==> config.mk <==
export PLATFORM = sky130hd
export DESIGN_NAME = imem_uart_loader_flat
export DESIGN_NICKNAME = d
export VERILOG_FILES = /design/src/rtl/imem_uart_loader_pkg.sv /design/src/rtl/imem_uart_loader_if.sv /design/src/rtl/imem_uart_loader_byte_asm.sv /design/src/rtl/imem_uart_loader.sv /design/src/flat_wrapper.sv
export SDC_FILE = /design/constraint.sdc
export NUM_CORES = 1
export LEC_CHECK = 0
export ABC_CLOCK_PERIOD_IN_PS = 7500
export CAP_MARGIN = 40
export CORE_MARGIN = 2
export CORE_UTILIZATION = 55
export CTS_CLUSTER_DIAMETER = 50
export DETAILED_ROUTE_END_ITERATION = 16
export PLACE_DENSITY = 0.78
export SKIP_CTS_REPAIR_TIMING = 1
export SLEW_MARGIN = 25
export SYNTH_ARGS = -nofsm -noshare
export SYNTH_HDL_FRONTEND = slang
export SYNTH_SLANG_ARGS = --single-unit
==> constraint.sdc <==
create_clock -name clk -period 7.5 [get_ports clk]
set_input_delay 2.25 -clock clk [delete_from_list [all_inputs] [get_ports clk]]
set_output_delay 2.25 -clock clk [all_outputs]
set_load 0.01 [all_outputs]
==> src/rtl/imem_uart_loader_pkg.sv <==
// Shared types and constants for the UART-driven instruction-memory loader.
package imem_loader_pkg;

  typedef enum logic [2:0] {
    ST_IDLE   = 3'd0,
    ST_CNT_LO = 3'd1,
    ST_CNT_HI = 3'd2,
    ST_DATA   = 3'd3,
    ST_WRITE  = 3'd4,
    ST_CHK    = 3'd5,
    ST_DONE   = 3'd6,
    ST_ERR    = 3'd7
  } loader_state_t;

  localparam logic [7:0] SYNC_BYTE_DEF = 8'hA5;
  localparam int         WORD_BYTES    = 4;
  localparam logic [7:0] CHK_INIT      = 8'h00;

  function automatic logic [7:0] chk_update(input logic [7:0] chk, input logic [7:0] data);
    return chk ^ data;
  endfunction

endpackage

==> src/rtl/imem_uart_loader_if.sv <==
// UART byte input plus imem write port and load status, bundled for the loader.
interface imem_uart_loader_if;

  logic        rx_valid;
  logic [7:0]  rx_data;
  logic        imem_en;
  logic [3:0]  imem_we;
  logic [31:0] imem_addr;
  logic [31:0] imem_din;
  logic        memcon_prog_ena;
  logic        load_done;
  logic        load_err;
  logic [15:0] words_written;

  modport master (
    input  rx_valid, rx_data,
    output imem_en, imem_we, imem_addr, imem_din,
    output memcon_prog_ena, load_done, load_err, words_written
  );

  modport slave (
    output rx_valid, rx_data,
    input  imem_en, imem_we, imem_addr, imem_din,
    input  memcon_prog_ena, load_done, load_err, words_written
  );

endinterface

==> src/rtl/imem_uart_loader_byte_asm.sv <==
// Steers incoming bytes into little-endian word lanes and flags the 4th byte.
module loader_byte_asm
  import imem_loader_pkg::*;
(
  input  logic        clk,
  input  logic        Rst_n,
  input  logic        clear,
  input  logic        accept,
  input  logic [7:0]  byte_in,
  output logic [31:0] word,
  output logic        word_ready
);

  logic [31:0] word_r;
  logic [1:0]  byte_idx_r;
  logic [31:0] word_s;

  // The merged word includes the byte being accepted this cycle, so a write can launch on the same edge.
  always_comb begin
    word_s = word_r;
    case (byte_idx_r)
      2'd0:    word_s[7:0]   = byte_in;
      2'd1:    word_s[15:8]  = byte_in;
      2'd2:    word_s[23:16] = byte_in;
      default: word_s[31:24] = byte_in;
    endcase
  end

  assign word       = word_s;
  assign word_ready = accept && (byte_idx_r == 2'(WORD_BYTES - 1));

  // Lane register and byte index; index wraps 3->0 naturally.
  always_ff @(posedge clk or negedge Rst_n) begin
    if (!Rst_n) begin
      word_r     <= 32'h0000_0000;
      byte_idx_r <= 2'd0;
    end else if (clear) begin
      word_r     <= 32'h0000_0000;
      byte_idx_r <= 2'd0;
    end else if (accept) begin
      word_r     <= word_s;
      byte_idx_r <= byte_idx_r + 2'd1;
    end else begin
      word_r     <= word_r;
      byte_idx_r <= byte_idx_r;
    end
  end

endmodule

==> src/rtl/imem_uart_loader.sv <==
// Parses a framed UART download (sync, count, LE words, XOR checksum) and writes
// it into imem, holding memcon_prog_ena for the whole load.
module imem_uart_loader
  import imem_loader_pkg::*;
#(
  parameter int         DEPTH_WORDS = 1024,
  parameter int         TIMEOUT_CYC = 1000000,
  parameter logic [7:0] SYNC_BYTE   = SYNC_BYTE_DEF
) (
  input logic                clk,
  input logic                Rst_n,
  imem_uart_loader_if.master bus
);

  loader_state_t state_r, next_state_s;

  logic [15:0] cnt_n_r;
  logic [15:0] word_idx_r;
  logic [15:0] words_written_r;
  logic [7:0]  chk_r;
  logic [31:0] to_cnt_r;

  logic        imem_en_r;
  logic [3:0]  imem_we_r;
  logic [31:0] imem_addr_r;
  logic [31:0] imem_din_r;
  logic        prog_ena_r;
  logic        load_done_r;
  logic        load_err_r;

  logic        timing_s;
  logic        timeout_s;
  logic        last_word_s;
  logic        accept_s;
  logic        clear_s;
  logic [15:0] n_full_s;
  logic [31:0] word_s;
  logic        word_ready_s;

  logic        imem_en_s;
  logic        prog_ena_s;
  logic        load_done_s;
  logic        load_err_s;

  assign timing_s    = (state_r == ST_CNT_LO) || (state_r == ST_CNT_HI) ||
                       (state_r == ST_DATA)   || (state_r == ST_CHK);
  assign timeout_s   = timing_s && !bus.rx_valid && (to_cnt_r == 32'(TIMEOUT_CYC - 1));
  assign last_word_s = ((word_idx_r + 16'd1) == cnt_n_r);
  // A byte landing in WRITE belongs to the next word unless that word was the last one.
  assign accept_s    = bus.rx_valid &&
                       ((state_r == ST_DATA) || ((state_r == ST_WRITE) && !last_word_s));
  assign clear_s     = (state_r == ST_CNT_LO) || (state_r == ST_CNT_HI);
  assign n_full_s    = {bus.rx_data, cnt_n_r[7:0]};

  loader_byte_asm u_byte_asm (
    .clk        (clk),
    .Rst_n      (Rst_n),
    .clear      (clear_s),
    .accept     (accept_s),
    .byte_in    (bus.rx_data),
    .word       (word_s),
    .word_ready (word_ready_s)
  );

  // FSM state register.
  always_ff @(posedge clk or negedge Rst_n) begin
    if (!Rst_n) begin
      state_r <= ST_IDLE;
    end else begin
      state_r <= next_state_s;
    end
  end

  // FSM next-state logic.
  always_comb begin
    next_state_s = state_r;
    case (state_r)
      ST_IDLE: begin
        if (bus.rx_valid && (bus.rx_data == SYNC_BYTE)) next_state_s = ST_CNT_LO;
        else                                            next_state_s = ST_IDLE;
      end
      ST_CNT_LO: begin
        if (timeout_s)         next_state_s = ST_ERR;
        else if (bus.rx_valid) next_state_s = ST_CNT_HI;
        else                   next_state_s = ST_CNT_LO;
      end
      ST_CNT_HI: begin
        if (timeout_s) begin
          next_state_s = ST_ERR;
        end else if (bus.rx_valid) begin
          if ({16'd0, n_full_s} > 32'(DEPTH_WORDS)) next_state_s = ST_ERR;
          else if (n_full_s == 16'd0)               next_state_s = ST_CHK;
          else                                      next_state_s = ST_DATA;
        end else begin
          next_state_s = ST_CNT_HI;
        end
      end
      ST_DATA: begin
        if (timeout_s)         next_state_s = ST_ERR;
        else if (word_ready_s) next_state_s = ST_WRITE;
        else                   next_state_s = ST_DATA;
      end
      ST_WRITE: begin
        if (last_word_s) begin
          if (bus.rx_valid) next_state_s = (bus.rx_data == chk_r) ? ST_DONE : ST_ERR;
          else              next_state_s = ST_CHK;
        end else begin
          next_state_s = ST_DATA;
        end
      end
      ST_CHK: begin
        if (timeout_s)         next_state_s = ST_ERR;
        else if (bus.rx_valid) next_state_s = (bus.rx_data == chk_r) ? ST_DONE : ST_ERR;
        else                   next_state_s = ST_CHK;
      end
      ST_DONE: next_state_s = ST_IDLE;
      ST_ERR:  next_state_s = ST_IDLE;
      default: next_state_s = ST_IDLE;
    endcase
  end

  // FSM output decode, taken from the next state so registered outputs align with it.
  always_comb begin
    imem_en_s   = 1'b0;
    prog_ena_s  = 1'b0;
    load_done_s = 1'b0;
    load_err_s  = 1'b0;
    case (next_state_s)
      ST_CNT_LO, ST_CNT_HI, ST_DATA, ST_CHK: prog_ena_s = 1'b1;
      ST_WRITE: begin
        imem_en_s  = 1'b1;
        prog_ena_s = 1'b1;
      end
      ST_DONE: load_done_s = 1'b1;
      ST_ERR:  load_err_s  = 1'b1;
      default: prog_ena_s  = 1'b0;
    endcase
  end

  // Output registers; address and data hold between writes.
  always_ff @(posedge clk or negedge Rst_n) begin
    if (!Rst_n) begin
      imem_en_r   <= 1'b0;
      imem_we_r   <= 4'h0;
      imem_addr_r <= 32'h0000_0000;
      imem_din_r  <= 32'h0000_0000;
      prog_ena_r  <= 1'b0;
      load_done_r <= 1'b0;
      load_err_r  <= 1'b0;
    end else begin
      imem_en_r   <= imem_en_s;
      imem_we_r   <= imem_en_s ? 4'hF : 4'h0;
      prog_ena_r  <= prog_ena_s;
      load_done_r <= load_done_s;
      load_err_r  <= load_err_s;
      if (imem_en_s) begin
        imem_addr_r <= {14'd0, word_idx_r, 2'b00};
        imem_din_r  <= word_s;
      end else begin
        imem_addr_r <= imem_addr_r;
        imem_din_r  <= imem_din_r;
      end
    end
  end

  // Frame datapath: header count, word index, checksum and written-word counter.
  always_ff @(posedge clk or negedge Rst_n) begin
    if (!Rst_n) begin
      cnt_n_r         <= 16'd0;
      word_idx_r      <= 16'd0;
      words_written_r <= 16'd0;
      chk_r           <= CHK_INIT;
    end else begin
      if ((state_r == ST_CNT_LO) && bus.rx_valid)      cnt_n_r <= {8'h00, bus.rx_data};
      else if ((state_r == ST_CNT_HI) && bus.rx_valid) cnt_n_r <= n_full_s;
      else                                             cnt_n_r <= cnt_n_r;

      if (clear_s) begin
        word_idx_r      <= 16'd0;
        words_written_r <= 16'd0;
      end else if (state_r == ST_WRITE) begin
        word_idx_r      <= word_idx_r + 16'd1;
        words_written_r <= words_written_r + 16'd1;
      end else begin
        word_idx_r      <= word_idx_r;
        words_written_r <= words_written_r;
      end

      if (clear_s)       chk_r <= CHK_INIT;
      else if (accept_s) chk_r <= chk_update(chk_r, bus.rx_data);
      else               chk_r <= chk_r;
    end
  end

  // Inter-byte watchdog: restarts on every byte, idle outside the mid-frame wait states.
  always_ff @(posedge clk or negedge Rst_n) begin
    if (!Rst_n) begin
      to_cnt_r <= 32'd0;
    end else if (timing_s && !bus.rx_valid) begin
      to_cnt_r <= to_cnt_r + 32'd1;
    end else begin
      to_cnt_r <= 32'd0;
    end
  end

  assign bus.imem_en         = imem_en_r;
  assign bus.imem_we         = imem_we_r;
  assign bus.imem_addr       = imem_addr_r;
  assign bus.imem_din        = imem_din_r;
  assign bus.memcon_prog_ena = prog_ena_r;
  assign bus.load_done       = load_done_r;
  assign bus.load_err        = load_err_r;
  assign bus.words_written   = words_written_r;

endmodule

==> src/flat_wrapper.sv <==
// flat-port wrapper written by rule: the top's interface ports become plain ports
module imem_uart_loader_flat import imem_loader_pkg::*;
#(
  parameter int         DEPTH_WORDS = 1024,
  parameter int         TIMEOUT_CYC = 1000000,
  parameter logic [7:0] SYNC_BYTE   = SYNC_BYTE_DEF
)
  (clk, Rst_n, bus_rx_valid, bus_rx_data, bus_imem_en, bus_imem_we, bus_imem_addr, bus_imem_din, bus_memcon_prog_ena, bus_load_done, bus_load_err, bus_words_written);
  imem_uart_loader_if bus_i ();
  input logic clk;
  input logic Rst_n;
  input wire logic [$bits(bus_i.rx_valid)-1:0] bus_rx_valid;
  input wire logic [$bits(bus_i.rx_data)-1:0] bus_rx_data;
  output wire logic [$bits(bus_i.imem_en)-1:0] bus_imem_en;
  output wire logic [$bits(bus_i.imem_we)-1:0] bus_imem_we;
  output wire logic [$bits(bus_i.imem_addr)-1:0] bus_imem_addr;
  output wire logic [$bits(bus_i.imem_din)-1:0] bus_imem_din;
  output wire logic [$bits(bus_i.memcon_prog_ena)-1:0] bus_memcon_prog_ena;
  output wire logic [$bits(bus_i.load_done)-1:0] bus_load_done;
  output wire logic [$bits(bus_i.load_err)-1:0] bus_load_err;
  output wire logic [$bits(bus_i.words_written)-1:0] bus_words_written;
  assign bus_i.rx_valid = bus_rx_valid;
  assign bus_i.rx_data = bus_rx_data;
  assign bus_imem_en = bus_i.imem_en;
  assign bus_imem_we = bus_i.imem_we;
  assign bus_imem_addr = bus_i.imem_addr;
  assign bus_imem_din = bus_i.imem_din;
  assign bus_memcon_prog_ena = bus_i.memcon_prog_ena;
  assign bus_load_done = bus_i.load_done;
  assign bus_load_err = bus_i.load_err;
  assign bus_words_written = bus_i.words_written;
  imem_uart_loader #(.DEPTH_WORDS(DEPTH_WORDS), .TIMEOUT_CYC(TIMEOUT_CYC), .SYNC_BYTE(SYNC_BYTE)) u_core (.clk(clk), .Rst_n(Rst_n), .bus(bus_i));
endmodule
==> results of run 1 <==
-- cell usage after synthesis (all sizes together), types with 8 or more instances --
master	count
a21oi	23
a22o	32
a31oi	9
and3	11
buf	34
clkbuf	39
dfrtp	177
ha	8
inv	21
mux2	80
nand2	76
nand3	39
nand4	19
nor2	61
nor3	15
nor4	10
o211ai	13
o21ai	63
o32ai	9
or3	9
xnor2	25
xor2	35
-- registers in the layout, summed over array words and instances (netlist names) --
register / cells
u_core.bus.imem_addr: 16
u_core.bus.imem_din: 32
u_core.bus.imem_we: 1
u_core.bus.load_done: 1
u_core.bus.load_err: 1
u_core.bus.memcon_prog_ena: 1
u_core.bus.words_written: 16
u_core.chk_r: 8
u_core.cnt_n_r: 16
u_core.state_r: 3
u_core.to_cnt_r: 32
u_core.u_byte_asm.byte_idx_r: 2
u_core.u_byte_asm.word_r: 32
u_core.word_idx_r: 16
-- power by group through the flow --
stage	Sequential [mW]	Combinational [mW]	Clock [mW]
after global routing	1.34	1.19	0.949
after CTS	1.31	1.09	0.907
after detailed placement	1.32	1.08	0
final	1.31	1.08	0.897
after floorplan	1.29	0.734	0
after global placement	1.32	1.05	0
-- area by class of cell --
cell class / count / area, µm² / share of cell area
sequential: 177 / 4430 / 0.427
multi-input combinational: 604 / 4060 / 0.391
inverter: 21 / 78.8 / 0.00759
clock buffer: 22 / 454 / 0.0437
clock inverter: 9 / 133 / 0.0128
tap: 216 / 270 / 0.0260
timing repair buffer: 94 / 956 / 0.0921
-- layer usage --
layer	track usage	wire length [µm]	part of all wire	vias up
met5	0	0	0	-
met4	0.0870	407	0.021	0
met3	0.0367	976	0.051	35
met2	0.361	9010	0.47	214
met1	0.324	8870	0.46	3284
li1	-	-	-	3138
-- cells by family (layout without fill, tap and decap cells) --
| family | Yosys count | in the layout | synth area share |
|---|---|---|---|
| and+or+nand+nor | 267 | 267 | 0.148 |
| DFF | 177 | 177 | 0.497 |
| AOI/OAI and AO/OA | 169 | 169 | 0.126 |
| buffers and inverters | 94 | 146 | 0.0532 |
| muxes | 84 | 84 | 0.106 |
| xor gates and xnor gates | 60 | 60 | 0.0590 |
| adders and majority gates | 8 | 8 | 0.0112 |
| other | 1 | 16 | 0.000421 |
-- through the flow --
stage	cells	setup slack, ps	cell area (µm²)	hold WS, ps	utilization
final	1143	2350	10400	460	0.654
after global routing	1143	2160	10400	491	0.654
after CTS	1141	2370	10300	460	0.651
after detailed placement	1110	1920	9760	452	0.614
after global placement	1108	1940	9720	439	0.612
after floorplan	875	3130	8960	424	-
-- worst max-delay path by stage --
stage	startpoint	endpoint	slack [ps]	cells after the start
floorplan	bus_rx_data[2]	u_core.bus.imem_din[10]$_DFFE_PN0N_	3130	11
global placement	bus_rx_data[7]	u_core.bus.imem_din[2]$_DFFE_PN0N_	1940	10
detailed placement	bus_rx_valid	u_core.bus.imem_din[29]$_DFFE_PN0N_	1920	8
CTS	bus_rx_data[7]	u_core.bus.imem_din[29]$_DFFE_PN0N_	2370	10
global route	bus_rx_data[7]	u_core.bus.imem_addr[16]$_DFFE_PN0N_	2160	10
finish	bus_rx_data[7]	u_core.bus.imem_addr[12]$_DFFE_PN0N_	2350	10
==> summary.md, run 1 <==
| Metric | Value |
|---|---|
| Outcome | completed |
| FF-to-FF path depth | 10 |
| FF-to-FF setup slack | roughly 3400 ps |
| Req. time, crit path | 7810 ps |
| Max Slew Vio Count | 0 |
| Seq/Total Area, Yosys | 0.497 |
| DR pass1 iterations | 5 |
| Diode count | 0 |
| Via/cell ratio | between 5 and 6 |
| Initial drt markers | 500 |
| Most frequent cells in the layout | dfrtp_1, clkdlybuf4s50_1, nand2_1, mux2_2, o21ai_0 |
| Top cells by area, synth | dfrtp_1, mux2_2, o21ai_0, xor2_1, nand2_1 |
| Gp weighted congestion | between 0.8 and 0.9 |
| Part of the power in registers | 0.399 |
| Final hold violations | 0 |
| Mapped cell area | just under 9000 µm² |
| I/O pins | 99 |
| Worst Path Arrival | 5460 ps |
| CTS Sinks | between 150 and 200 |
| Peak Freq | between 150 and 200 MHz |
| Clk pwr share | 0.272 |
| Pin count of the biggest net entering global routing | between 60 and 70 |
| Max_cap viols | 0 |
| Syn Inst Count | between 800 and 900 |
| CP startpoint kind | input pin |
| Register bit count reported by yosys | approximately 180 |
| CP endpoint kind | flop |
| Setup violators final | 0 |
| Row cnt | 46 |
| Global Route Usage Sum | 0.230 |
| Layout net count | about 930 |
| Clk_skew | between 9 and 10 ps |
| Per-cell routed wire length | approximately 17 µm |
| Area leader, netlist | dfrtp_1 |
| Most common cell after layout, fill and taps aside | dfrtp_1 |
| Die area | roughly 17000 µm² |
| Htree depth | 4 |
| CTS Buf Count | 17 |
| Post-synth top area share | 0.497 |
| Combinational share of power | 0.329 |
| Slowest stage delay, CP | between 600 and 700 ps |
| Core box area | 15900 µm² |
| Die width | 131 µm |
| # fillers | 1285 |
| Worst-path maximum fanout | slightly below 50 |
| WHS Path Cells | 1 |
| Post-synth EDFFs | 0 |
| Area grow syn2layout | 16.5% |
| Max VDD drop | 0.000178 V |
| Pwr dens | around 320 nW/µm² |
| Final Critical Period | 5150 ps |
| Relative slew slack | 0.470 |
| # port buffers | 82 |
| Global-route wire length before repair | 32500 µm |
| Hold Crit Start | u_core.to_cnt_r[0]$_DFF_PN0_ |
| Syn_area_per_cell | 10.4 µm² |
| Initial Util | 0.561 |
| CP Buf/Inv Count | 2 |
| Leak Pwr | 4.55 nW |
| Die height | around 130 µm |
| Final worst path period share | 0.687 |
| Asr flop ratio synth | 1.00 |
| Worst skew pair latency | around 430 ps |
| Drt drc | 0 |
| Vias in the first global route | approximately 6500 |
| Kind of critical path | in -> reg |
| Clock tree from TritonCTS | yes |
| Worst Max-Slew Pin Slew | 794 ps |
| CTS root buf | clkbuf_16 |
| Syn. warnings | 0 |
| Post-Route WL | 19300 µm |
| Via count | approximately 6700 |
| Reg2reg start | u_core.word_idx_r[0]$_DFFE_PN0P_ |
| Top delay family on crit path | buffers and inverters |
| Synth cell types | between 50 and 60 |
| Hold Path End | u_core.to_cnt_r[0]$_DFF_PN0_ |
| FF-to-FF End | u_core.bus.imem_addr[12]$_DFFE_PN0N_ |
| Remaining Overflow, GRT | 0 |
| RSZ-0062 raised after global routing | false |
| Reg clk slew, reported paths | roughly 60 ps |
| Slowest CP cell | clkdlybuf4s50_1 |
| Pwr Total | around 3.3 mW |
| HP Class | reg -> reg |
| Initial antenna violation count | 0 |
| Layout cell share with drive strength beyond 1 | 0.129 |
| Final HPWL DP | approximately 13000 µm |
| Pint | approximately 2.2 mW |
| CP cell instances | clkdlybuf4s50_1, xor2_1, nor4_1, nand4_1, or4_1, a21oi_1, nand2_1, a21oi_4, buf_4, mux2_2 |
| Post-route setup TNS | 0 ps |
| DRT antenna net count | 0 |
| NetSw | roughly 1.1 mW |
| Switch share | 0.340 |
| Predominant post-synthesis flop cell | dfrtp_1 |
| Longest Clk Path Bufs | 2 |
No activity file was read; power rests on OpenSTA's default activity.
==> run 2: changes to the inputs <==
--- a/config.mk
+++ b/config.mk
@@ -5,13 +5,13 @@
 export SDC_FILE = /design/constraint.sdc
 export NUM_CORES = 1
 export LEC_CHECK = 0
-export ABC_CLOCK_PERIOD_IN_PS = 7500
+export ABC_CLOCK_PERIOD_IN_PS = 4700
 export CAP_MARGIN = 40
 export CORE_MARGIN = 2
-export CORE_UTILIZATION = 55
+export CORE_UTILIZATION = 51
 export CTS_CLUSTER_DIAMETER = 50
 export DETAILED_ROUTE_END_ITERATION = 16
-export PLACE_DENSITY = 0.78
+export PLACE_DENSITY = 0.76
 export SKIP_CTS_REPAIR_TIMING = 1
 export SLEW_MARGIN = 25
 export SYNTH_ARGS = -nofsm -noshare
==> constraint.sdc (replaced) <==
create_clock -name clk -period 4.7 [get_ports clk]
set_input_delay 1.41 -clock clk [delete_from_list [all_inputs] [get_ports clk]]
set_output_delay 1.41 -clock clk [all_outputs]
set_load 0.01 [all_outputs]
==> run 2 against run 1 <==
Critical endpoint is now u_core.bus.imem_din[24]$_DFFE_PN0N_; sequential power is 59% higher; critical path type unchanged; combinational power is 63% higher; register-to-register slack worse by 2500 ps; final cell count is 1.6% higher; critical path depth is 1 higher; core utilization is 4.6 points lower.
==> summary.md, run 2 (synthesis results as in run 1) <==
| Metric | Value |
|---|---|
| Area grow syn2layout | 17.2% |
| Gp weighted congestion | 0.882 (-0.44%) |
| Per-cell routed wire length | 16.9 µm (+0.11%) |
| Remaining Overflow, GRT | 0 (unchanged) |
| Clk pwr share | 0.270 (-0.002) |
| Most common cell after layout, fill and taps aside | dfrtp_1 |
| Pin count of the biggest net entering global routing | 102 (+50%) |
| Final hold violations | 0 (unchanged) |
| Multi-input gate area | 4060 µm² (unchanged) |
| Final worst slack | 957 ps (-1390 ps) |
| Peak Freq | 267 MHz |
| Htree depth | 4 (unchanged) |
| DR pass1 iterations | 5 (unchanged) |
| I/O pins | 99 (unchanged) |
| Pint | 3.44 mW (+58%) |
| Most frequent cells in the layout | dfrtp_1, clkdlybuf4s50_1, nand2_1, mux2_2, o21ai_0 |
| Post-route setup TNS | 0 ps (unchanged) |
| Kind of critical path | in -> reg |
| # port buffers | 82 (unchanged) |
| Longest Clk Path Bufs | 2 (unchanged) |
| Drt drc | 0 (unchanged) |
| CP endpoint kind | flop |
| RSZ-0062 raised after global routing | false |
| Via/cell ratio | 5.75 (-1.6%) |
| Worst-path maximum fanout | 15 (-69%) |
| Final Critical Period | ~3700 ps |
| Pre-CTS setup slack | 546 ps (-1370 ps) |
| CP startpoint kind | input pin |
| CTS root buf | clkbuf_16 |
| NetSw | 1.82 mW (+62%) |
| Final core utilization | 0.608 (-0.0457) |
| Vias in the first global route | 6272 (-2.9%) |
| Switch share | 0.346 (+0.00613) |
| Clock tree from TritonCTS | yes |
| DRT antenna net count | 0 (unchanged) |
| Relative slew slack | 0.467 (-0.00335) |
| WHS Path Cells | 1 (unchanged) |
| CTS Buf Count | 17 (unchanged) |
| Via count | 6670 (-0.015%) |
| Final worst path period share | 0.796 |
| Post-Route WL | 19600 µm (+1.7%) |
| FF-to-FF setup slack | 970 ps (-2470 ps) |
| Global-route wire length before repair | 32300 µm (-0.70%) |
| Clk_skew | 9.30 ps (-0.634 ps) |
| Hold Path End | u_core.to_cnt_r[0]$_DFF_PN0_ |
| HP Class | reg -> reg |
| Pwr dens | 503 nW/µm² (+59%) |
| Die height | 136 µm (+3.7%) |
| Die width | 136 µm (+3.7%) |
| # fillers | 1447 (+13%) |
| FF-to-FF path depth | 10 (unchanged) |
| Worst skew pair latency | 440 ps (about the same) |
| Worst Max-Slew Pin Slew | 799 ps (+5.03 ps) |
| FF/Latch Area | 4430 µm² (unchanged) |
| Row cnt | 48 (+4.3%) |
| FF-to-FF End | u_core.bus.imem_din[24]$_DFFE_PN0N_ |
| Layout cell share with drive strength beyond 1 | 0.142 (+0.0126) |
| Max_cap viols | 0 (unchanged) |
| Placed cell area | 9850 µm² (+0.94%) |
| Initial drt markers | 491 (-1.8%) |
| Worst Path Arrival | 4060 ps (-1400 ps) |
| Hold Crit Start | u_core.to_cnt_r[0]$_DFF_PN0_ |
| Diode count | 0 (unchanged) |
| Outcome | completed |
| Die area | 18500 µm² (+7.6%) |
| Final HPWL DP | 13200 µm (+3.1%) |
| Reg clk slew, reported paths | 60 ps (about the same) |
| Layout net count | 942 (+0.86%) |
| Req. time, crit path | 5020 ps (-2790 ps) |
| CTS Sinks | 177 (unchanged) |
| Max VDD drop | 0.000331 V (+86%) |
| Combinational share of power | 0.335 (+0.006) |
| Final Instance Area | 10400 µm² (+0.57%) |
| Core box area | 17200 µm² (+8.1%) |
| Initial antenna violation count | 0 (unchanged) |
| Reg2reg start | u_core.word_idx_r[0]$_DFFE_PN0P_ |
| Initial Util | 0.519 (-0.0422) |
| Setup violators final | 0 (unchanged) |
| Max Slew Vio Count | 0 (unchanged) |
| Part of the power in registers | 0.395 (-0.004) |
| Leak Pwr | 4.59 nW (+0.87%) |
| Global Route Usage Sum | 0.223 (-0.00679) |
## run 2: layout make-up
type,instances,share of cell area
Inverter,21,0.00755
Tap cell,225,0.0270
Sequential cell,177,0.424
Clock inverter,14,0.0147
Timing Repair Buffer,102,0.0955
Clock buffer,18,0.0421
Multi-Input combinational cell,604,0.389
## run 2: metal layers
metal / GRT usage / vias to the layer above / wire length [µm]
met5: 0 / - / 0
met4: 0.0822 / 0 / 428
met3: 0.0522 / 27 / 1050
met2: 0.337 / 231 / 9040
met1: 0.314 / 3259 / 9060
li1: - / 3153 / -
## run 2: worst max-delay path by stage
stage,from,to,slack [ps],cells after the start
after floorplan,bus_rx_data[2],u_core.bus.imem_din[10]$_DFFE_PN0N_,1170,11
after global placement,bus_rx_data[6],u_core.bus.imem_din[26]$_DFFE_PN0N_,600,10
after detailed placement,bus_rx_data[6],u_core.bus.imem_din[19]$_DFFE_PN0N_,550,11
after CTS,u_core.word_idx_r[0]$_DFFE_PN0P_,u_core.bus.imem_din[18]$_DFFE_PN0N_,980,10
after global routing,bus_rx_data[6],u_core.bus.imem_din[24]$_DFFE_PN0N_,760,10
final,bus_rx_data[6],u_core.bus.imem_din[24]$_DFFE_PN0N_,960,11
## run 2: critical path: stages
cell             delay (ps)
clkdlybuf4s50_1         470
buf_4                   210
nor3_1                  260
nand3_1                 130
nor4b_1                 300
o32ai_1                 120
nor2_1                  200
nand2_1                 140
a21oi_4                 170
buf_4                   270
mux2_2                  360
## run 2: per-stage QoR
| stage | power, mW | hold WS [ps] | cells |
|---|---|---|---|
| final | 5.26 | 449 | 1161 |
| after global routing | 5.57 | 504 | 1161 |
| after CTS | 5.29 | 452 | 1161 |
| after detailed placement | 3.85 | 442 | 1129 |
| after global placement | 3.81 | 444 | 1128 |
| after floorplan | 3.23 | 424 | 875 |
## run 2: power by group through the flow
stage,logic (mW),registers [mW],clock network (mW)
after floorplan,1.17,2.06,0
after global placement,1.72,2.09,0
after detailed placement,1.76,2.10,0
after CTS,1.77,2.08,1.45
after global routing,1.93,2.12,1.52
final,1.76,2.08,1.42
